==> src/rtl/fetch_unit_if.sv <==
// fetch_unit_if: groups the byte-RAM read port and the instruction
// valid/ready handoff of the fetch engine. The fetch unit is the master;
// the RAM model and the decode stage together form the slave side.
interface fetch_unit_if #(
  parameter int ADDR_W      = 16,
  parameter int INSTR_BYTES = 4
);
  logic                     mem_we;
  logic [ADDR_W-1:0]        mem_addr;
  logic [7:0]               mem_rdata;
  logic                     instr_valid;
  logic                     instr_ready;
  logic [8*INSTR_BYTES-1:0] instr;
  logic [ADDR_W-1:0]        instr_pc;

  modport master (
    output mem_we, mem_addr, instr_valid, instr, instr_pc,
    input  mem_rdata, instr_ready
  );

  modport slave (
    input  mem_we, mem_addr, instr_valid, instr, instr_pc,
    output mem_rdata, instr_ready
  );
endinterface

==> src/rtl/fetch_unit.sv <==
// fetch_unit: reads INSTR_BYTES consecutive bytes from a byte-wide registered
// RAM starting at pc, assembles them little-endian and offers the word to
// decode over valid/ready. Supports RAM latency 1..4, back-to-back fetch,
// flush and address wrap-around.
// Optional macro FETCH_ALIGN_CHECK_EN: adds the misaligned output; a start
// whose pc is not a multiple of INSTR_BYTES completes at once with instr=0.
module fetch_unit #(
  parameter int ADDR_W      = 16,
  parameter int INSTR_BYTES = 4,
  parameter int RAM_LATENCY = 1
) (
  input  logic              ram_clk,
  input  logic              rst,
  input  logic              start,
  input  logic [ADDR_W-1:0] pc,
  input  logic              flush,
  output logic              busy,
`ifdef FETCH_ALIGN_CHECK_EN
  output logic              misaligned,
`endif
  fetch_unit_if.master      bus
);

  localparam int IDX_W  = (INSTR_BYTES > 1) ? $clog2(INSTR_BYTES) : 1;
  localparam int CNT_W  = $clog2(RAM_LATENCY + 1);
  localparam int DATA_W = 8 * INSTR_BYTES;
  localparam logic [IDX_W-1:0] LAST_IDX = IDX_W'(INSTR_BYTES - 1);
  localparam logic [CNT_W-1:0] LAT_CNT  = CNT_W'(RAM_LATENCY);

  typedef enum logic [1:0] {IDLE, FETCH, DONE} state_t;

  state_t            state, state_next;
  logic [ADDR_W-1:0] base;
  logic [ADDR_W-1:0] mem_addr_q;
  logic [ADDR_W-1:0] instr_pc_q;
  logic [IDX_W-1:0]  idx;
  logic [CNT_W-1:0]  cnt;
  logic [DATA_W-1:0] shadow, shadow_next, instr_q;
  logic              instr_valid_q;
  logic              accept, sample, last_byte, reject;

  assign accept    = start && !flush &&
                     (state == IDLE || (state == DONE && bus.instr_ready));
  assign sample    = (state == FETCH) && (cnt == LAT_CNT);
  assign last_byte = sample && (idx == LAST_IDX);

`ifdef FETCH_ALIGN_CHECK_EN
  assign reject = (pc % ADDR_W'(INSTR_BYTES)) != '0;
`else
  assign reject = 1'b0;
`endif

  assign bus.mem_we      = 1'b0;
  assign bus.mem_addr    = mem_addr_q;
  assign bus.instr_valid = instr_valid_q;
  assign bus.instr       = instr_q;
  assign bus.instr_pc    = instr_pc_q;

  // Shadow word with the byte currently on the RAM output merged in.
  always_comb begin
    shadow_next = shadow;
    shadow_next[{idx, 3'b000} +: 8] = bus.mem_rdata;
  end

  // State register.
  always_ff @(posedge ram_clk or negedge rst) begin
    if (!rst) state <= IDLE;
    else      state <= state_next;
  end

  // Next-state decode; flush wins over everything but reset.
  always_comb begin
    state_next = state;
    if (flush) begin
      state_next = IDLE;
    end else begin
      case (state)
        IDLE:    if (accept) state_next = reject ? DONE : FETCH;
        FETCH:   if (last_byte) state_next = DONE;
        DONE:    if (bus.instr_ready)
                   state_next = accept ? (reject ? DONE : FETCH) : IDLE;
        default: state_next = IDLE;
      endcase
    end
  end

  // Address sequencing, latency counting, byte capture and output handoff.
  always_ff @(posedge ram_clk or negedge rst) begin
    if (!rst) begin
      busy          <= 1'b0;
      base          <= '0;
      mem_addr_q    <= '0;
      instr_pc_q    <= '0;
      idx           <= '0;
      cnt           <= '0;
      shadow        <= '0;
      instr_q       <= '0;
      instr_valid_q <= 1'b0;
`ifdef FETCH_ALIGN_CHECK_EN
      misaligned    <= 1'b0;
`endif
    end else if (flush) begin
      busy          <= 1'b0;
      instr_valid_q <= 1'b0;
`ifdef FETCH_ALIGN_CHECK_EN
      misaligned    <= 1'b0;
`endif
    end else begin
      if (state == DONE && bus.instr_ready) begin
        instr_valid_q <= 1'b0;
`ifdef FETCH_ALIGN_CHECK_EN
        misaligned    <= 1'b0;
`endif
      end
      if (accept) begin
        if (reject) begin
          instr_valid_q <= 1'b1;
          instr_q       <= '0;
          instr_pc_q    <= pc;
          busy          <= 1'b0;
`ifdef FETCH_ALIGN_CHECK_EN
          misaligned    <= 1'b1;
`endif
        end else begin
          base       <= pc;
          mem_addr_q <= pc;
          idx        <= '0;
          cnt        <= '0;
          busy       <= 1'b1;
        end
      end
      if (state == FETCH) begin
        if (sample) begin
          shadow     <= shadow_next;
          mem_addr_q <= base + ADDR_W'(idx) + ADDR_W'(1);
          idx        <= idx + IDX_W'(1);
          cnt        <= '0;
          if (last_byte) begin
            instr_q       <= shadow_next;
            instr_pc_q    <= base;
            instr_valid_q <= 1'b1;
            busy          <= 1'b0;
          end
        end else begin
          cnt <= cnt + CNT_W'(1);
        end
      end
    end
  end

endmodule

==> src/flat_wrapper.sv <==
// flat-port wrapper written by rule: the top's interface ports become plain ports
module fetch_unit_flat 
#(
  parameter int ADDR_W      = 16,
  parameter int INSTR_BYTES = 4,
  parameter int RAM_LATENCY = 1
)
  (ram_clk, rst, start, pc, flush, busy, bus_mem_we, bus_mem_addr, bus_instr_valid, bus_instr, bus_instr_pc, bus_mem_rdata, bus_instr_ready);
  fetch_unit_if #(.ADDR_W(ADDR_W), .INSTR_BYTES(INSTR_BYTES)) bus_i ();
  input  logic ram_clk;
  input  logic rst;
  input  logic start;
  input  logic [ADDR_W-1:0] pc;
  input  logic flush;
  output logic busy;
  output wire logic [$bits(bus_i.mem_we)-1:0] bus_mem_we;
  output wire logic [$bits(bus_i.mem_addr)-1:0] bus_mem_addr;
  output wire logic [$bits(bus_i.instr_valid)-1:0] bus_instr_valid;
  output wire logic [$bits(bus_i.instr)-1:0] bus_instr;
  output wire logic [$bits(bus_i.instr_pc)-1:0] bus_instr_pc;
  input wire logic [$bits(bus_i.mem_rdata)-1:0] bus_mem_rdata;
  input wire logic [$bits(bus_i.instr_ready)-1:0] bus_instr_ready;
  assign bus_mem_we = bus_i.mem_we;
  assign bus_mem_addr = bus_i.mem_addr;
  assign bus_instr_valid = bus_i.instr_valid;
  assign bus_instr = bus_i.instr;
  assign bus_instr_pc = bus_i.instr_pc;
  assign bus_i.mem_rdata = bus_mem_rdata;
  assign bus_i.instr_ready = bus_instr_ready;
  fetch_unit #(.ADDR_W(ADDR_W), .INSTR_BYTES(INSTR_BYTES), .RAM_LATENCY(RAM_LATENCY)) u_core (.ram_clk(ram_clk), .rst(rst), .start(start), .pc(pc), .flush(flush), .busy(busy), .bus(bus_i));
endmodule
==> config.mk <==
export PLATFORM = sky130hd
export DESIGN_NAME = fetch_unit_flat
export DESIGN_NICKNAME = d
export VERILOG_FILES = /design/src/rtl/fetch_unit_if.sv /design/src/rtl/fetch_unit.sv /design/src/flat_wrapper.sv
export SDC_FILE = /design/constraint.sdc
export NUM_CORES = 1
export LEC_CHECK = 0
export ABC_AREA = 1
export BUFFER_PORTS_ARGS = -buffer_cell sky130_fd_sc_hd__buf_2
export CAP_MARGIN = 20
export CORE_AREA = 2 2 106 98
export CTS_BUF_LIST = sky130_fd_sc_hd__clkbuf_16
export CTS_CLUSTER_SIZE = 16
export DETAILED_ROUTE_END_ITERATION = 16
export DIE_AREA = 0 0 108 100
export PLACE_DENSITY_LB_ADDON = 0.08
export SLEW_MARGIN = 20
export SYNTH_ARGS = -nofsm -noshare
export SYNTH_HDL_FRONTEND = slang
export SYNTH_SLANG_ARGS = --single-unit
==> constraint.sdc <==
create_clock -name ram_clk -period 2.3 [get_ports ram_clk]
set_input_delay 0.345 -clock ram_clk [delete_from_list [all_inputs] [get_ports ram_clk]]
set_output_delay 0.345 -clock ram_clk [all_outputs]
set_load 0.1 [all_outputs]
* After elaboration in Yosys (flattened, before gate mapping)
Cells that the tools add are included.
** Storage, ports and cells
- Bits in writable memories :: 0
- Register bits after elaboration :: 119
- Memories :: 0
- Input port bits :: 29
- Memory bits (read-only) :: 0
- Latch bits :: 0
- Output and inout port bits :: 67
- Logic and storage cells :: 64
** Operators by class
- Shift operators :: 2
- Bitwise operators :: 1
- Equal/unequal tests :: 6
- Add/subtract/negate cells :: 5
- Div/mod/pow operators :: 0
- Muxes and demuxes :: 26
- Multiply operators :: 0
- Magnitude comparators :: 0
- Reductions and logical operators :: 14
** Operator list (number)
- $mux W16 :: 3
- $bwmux W32 :: 1
- $shift A8 B7 Y32 const A :: 1
- $shiftx A8 B7 Y32 :: 1
- $add A16 B1 Y16 const B :: 1
- $add A16 B2 Y16 :: 1
- $mux W1 :: 14
- $mux W2 :: 7
- $neg A5 Y7 :: 1
- $ne A3 B2 Y1 const B :: 2
- $pmux W2 S3 :: 1
- $reduce_and A3 Y1 :: 2
- $logic_and A1 B1 Y1 :: 5
- $eq A2 B2 Y1 const B :: 2
- $reduce_and A2 Y1 :: 2
- $reduce_and A4 Y1 :: 1
- $ne A3 B3 Y1 const B :: 1
- $add A2 B1 Y2 const B :: 1
- $eq A2 B1 Y1 const B :: 1
- $logic_not A2 Y1 :: 1
- $reduce_bool A2 Y1 :: 1
- $add A1 B1 Y1 const B :: 1
- $logic_not A1 Y1 :: 1
- $logic_or A1 B1 Y1 :: 1
- $not A1 Y1 :: 1

* Logic depth before layout (Yosys ltp)
- Depth in word-level cells :: 9
- Mapped depth :: 11
- Depth with buffers taken out :: 11

* Worst setup path before layout
No wires, ideal clock.
- Path kind :: register to register
- From :: register u_core.idx[0]
- To :: register u_core.mem_addr_q[12] (netlist: u_core.bus.mem_addr[12])
- Path buffers :: 0
- Path slack :: 406 ps
- Arrival :: 1816 ps
- Data required time :: 2222 ps
- Stages on the path, launching flop included :: 11
- Clock period less this slack :: 1894 ps
- Library setup time :: 78 ps
- Cell sequence :: dfrtp_1 inv_1 ha_1 fa_1 inv_1 nand3_1 nor2_1 nand3_1 nand2_1 nand2_1 a21oi_1
** Between the ends
- Cells in the longest elaborated chain, start to end :: 4
** RTL lines
- start: declaration :: RTL line fetch_unit.sv:36 : logic [IDX_W-1:0] idx;
- start signal: assignment :: RTL line fetch_unit.sv:136 : idx <= idx + IDX_W'(1);
- $add A16 B2 Y16 :: RTL line fetch_unit.sv:135 : mem_addr_q <= base + ADDR_W'(idx) + ADDR_W'(1);
- $add A16 B1 Y16 :: RTL line fetch_unit.sv:135
- $mux W16 :: RTL line fetch_unit.sv:133 : if (sample) begin
- $mux W16 :: RTL line fetch_unit.sv:132 : if (state == FETCH) begin
- end signal: assignment :: RTL line fetch_unit.sv:126 : mem_addr_q <= pc;
- end signal: assignment :: RTL line fetch_unit.sv:135
- end: declaration :: RTL line fetch_unit.sv:34 : logic [ADDR_W-1:0] mem_addr_q;
Every way passes these cells.
A chain may end at the register's enable or synchronous reset.

* Final worst setup path
- From :: register u_core.idx[0]
- To :: register u_core.mem_addr_q[10] (netlist: u_core.bus.mem_addr[10])
Same word-level chain as after synthesis.

==> metrics.yaml <==
timing:
  setup_viol_count_final: 0
  worstMarginPinSlew_ps: 566
  final-hold-violation-count: 13
  maxSlewViolCount: 0
  min_period_ps: 2040
  rsz0062_at_grt: "false"
  timing.final.ws_setup_ps: 257
  fin_tns_setup_ps: 0
  holdWs_ps: -11.5
  fin_crit_sh_pct: 88.8
  skew_ps: 11.1
  relSlewSlack_pct: 62.3
  clock.fmax_mhz: 489
placed_design:
  dp_hpwl_um: 8870
  dp_slack_ps: 258
  finalWeightedCongestion: 0.847
  port_buffers: 94
floorplanning:
  die_x_um: 108
  fp-row-count: 35
  num_io_pins: 96
  die_y_um: 100
  dieArea_um2: 10800
  core_area_um2: 9850
  initial_utilization_pct: 53.9
worst_setup_path:
  cpMaxStageDelayCell: "fa_1"
  crit_type: "reg -> reg"
  path_cells: "inv_1 -> ha_1 -> fa_1 -> inv_1 -> nand3_1 -> nor2_1 -> nand2_1 -> nand2_1 -> nand3_1 -> nand3_1 -> nand2_1"
  crit_arrival_ps: 2280
  worstSetupStartpointType: "register"
  worst_path_largest_cell_delay_ps: 420
  required_ps: 2540
  path_max_fanout: 5
  setup.worst_path.end_class: "register"
cts:
  postCtsResizedCells: 0
  holdBufCountCts: 0
  post_cts_buffers: 0
  clock_latency_ps: 340
  clock_sinks: 112
  htreeDepth: 3
  clock_path_buffers: 2
  cts_tree: "built"
  clk_pin_slew_ps: 80
  cts_root_buf: "clkbuf_16"
  cts_buffers: 9
routing:
  drt_iter0_markers: 296
  ant_nets: 0
  wl_per_cell_um: 14.4
  drc: 0
  vias: 4639
  firstDrtPassIters: 5
  routed_via_density: 5.28
  routed_wl_um: 12600
synthesis:
  netlist_instances: 659
  synth_largest_area_cell: "dfrtp_1"
  synth_area_um2: 5310
  yosysTopAreaCellShare_pct: 52.8
  yosysUniqueCellTypes: 30
  syn-num-nets: 696
  avgSynthCellArea_um2: 8.06
  yosys-top-cells-area: "dfrtp_1 (53%), nand2_1 (16%), o21ai_0 (5.9%)"
  synth_warnings: 0
  ys_seq_area_share_pct: 52.8
  ys_ff_latch: 112
run_status:
  violations: "hold timing"
  status: "complete, but fails checks"
cells_and_area:
  fillers: 906
  num_antenna_cells: 0
  area_growth_pct: 17.1
  final_core_util_pct: 63.1
  nets: 782
  drive_above_1_share_pct: 17.3
  multi_input_area_um2: 2070
  seqCellArea_um2: 2800
power:
  leakage_uw: 0.00331
  netSwitchingPower_uw: 3680
  p_seq_share_pct: 35.4
  clock_power_share_pct: 20.8
  p_comb_share_pct: 43.8
  total_power_uw: 7660
  swShare_pct: 48.1
  p_int_uw: 3980
  p_per_area_nw_per_um2: 1230
  peakVddDrop_mv: 0.691
global_routing:
  antenna_found_initial: 0
  grt_max_degree: 50
  grt_pass1_wl_um: 21400
  grt-ovfl-total: 0
  grt_pass1_vias: 4368
  grt_usage_pct: 24.9
hold_path:
  hold_path_class: "in -> async"
flow_run:
  cap_violations: 0
==> per-stage QoR <==
step,std cells,cell area (um2)
floorplan,659,5310
global placement,863,5920
detailed placement,863,5920
CTS,879,6220
global route,879,6220
finish,879,6220
==> flip-flops by register name, summed over array words and instances, names as in the netlist <==
| signal | flops |
|---|---|
| u_core.idx | 2 |
| u_core.state | 2 |
| u_core.busy | 1 |
| u_core.bus.mem_addr | 16 |
| u_core.bus.instr | 32 |
| u_core.shadow | 25 |
| u_core.base | 16 |
| u_core.cnt | 1 |
| u_core.bus.instr_valid | 1 |
| u_core.bus.instr_pc | 16 |
==> final timing paths <==
kind | startpoint | end | slack [ps] | cells after the start
max in group asynchronous | rst | u_core.bus.instr[10] | 1630 | 2
setup reg to reg | u_core.idx[0] | u_core.bus.mem_addr[10] | 260 | 11
hold / removal | rst | u_core.shadow[13] | -10 | 1
min in group ram_clk | bus_instr_ready | u_core.state[1] | 200 | 2
hold reg to reg | u_core.bus.instr[12] | u_core.bus.instr[12] | 470 | 2
setup / recovery | u_core.idx[0] | u_core.bus.mem_addr[10] | 260 | 11
==> layout make-up <==
class,instances,share of cell area (%)
inverter,73,4.41
multi-input combinational,442,33.3
clock inverter,7,1.23
tap,129,2.60
timing repair buffer,107,9.78
clock buffer,9,3.62
sequential,112,45.1
==> cell usage after synthesis (all sizes together) <==
library cell    n
o21bai          1
o21ai          68
clkbuf         11
and2            1
o22ai          19
xnor2           1
o32ai           8
o211ai          2
clkinv          2
fa              1
ha              7
a21oi           7
nand3          54
conb            1
nand2         232
nor2           28
dfrtp         112
inv            71
nor3            3
nand4           6
xor2            2
buf            21
o41ai           1
==> cells in the final DEF, fill, tap and decap left out <==
cell type  count
nand2_1      231
dfrtp_1      112
buf_2         93
inv_1         68
o21ai_0       63
nand3_1       54
nor2_1        25
o22ai_1       19
buf_4         11
clkbuf_16      9
o32ai_1        8
a21oi_1        7
ha_1           7
nand4_1        6
o21ai_1        5
inv_2          4
nor3_1         3
inv_6          3
buf_12         3
clkinv_1       2
xor2_1         2
o211ai_1       2
nor2_4         1
nand2_4        1
nor2_8         1
o41ai_1        1
nor2_2         1
and2_1         1
xnor2_1        1
o21bai_1       1
fa_1           1
conb_1         1
clkinv_2       1
inv_8          1
bufinv_16      1
==> critical path: cells and delay by family (launching register included) <==
family                     cells  cell delay, ps
and+or+nand+nor                7             810
adders and majority gates      2             650
DFF                            1             350
buffers and inverters          2             140
==> routing by layer <==
layer	GRT usage, %	vias up	share of wire [%]
li1	-	2289	-
met1	39.4	2205	51
met2	36.8	130	43
met3	3.18	15	5.0
met4	5.52	0	1.1
met5	0	-	0
==> power by group through the flow <==
stage	Combinational [uW]	Clock (uW)	Sequential [uW]
after floorplan	1100	0	4300
after global placement	3300	0	2730
after detailed placement	3340	0	2750
after CTS	3360	1620	2710
after global routing	3620	1700	2770
final	3350	1590	2710
==> kinds of logic after synthesis <==
family	synth area share, %
other cells	0.0706
buf+inv	8.29
fa+ha+maj	2.03
compound gates	11.2
simple gates	25.2
flops	52.8
xor+xnor	0.495
Note: power is estimated with default switching activity, not from simulation.
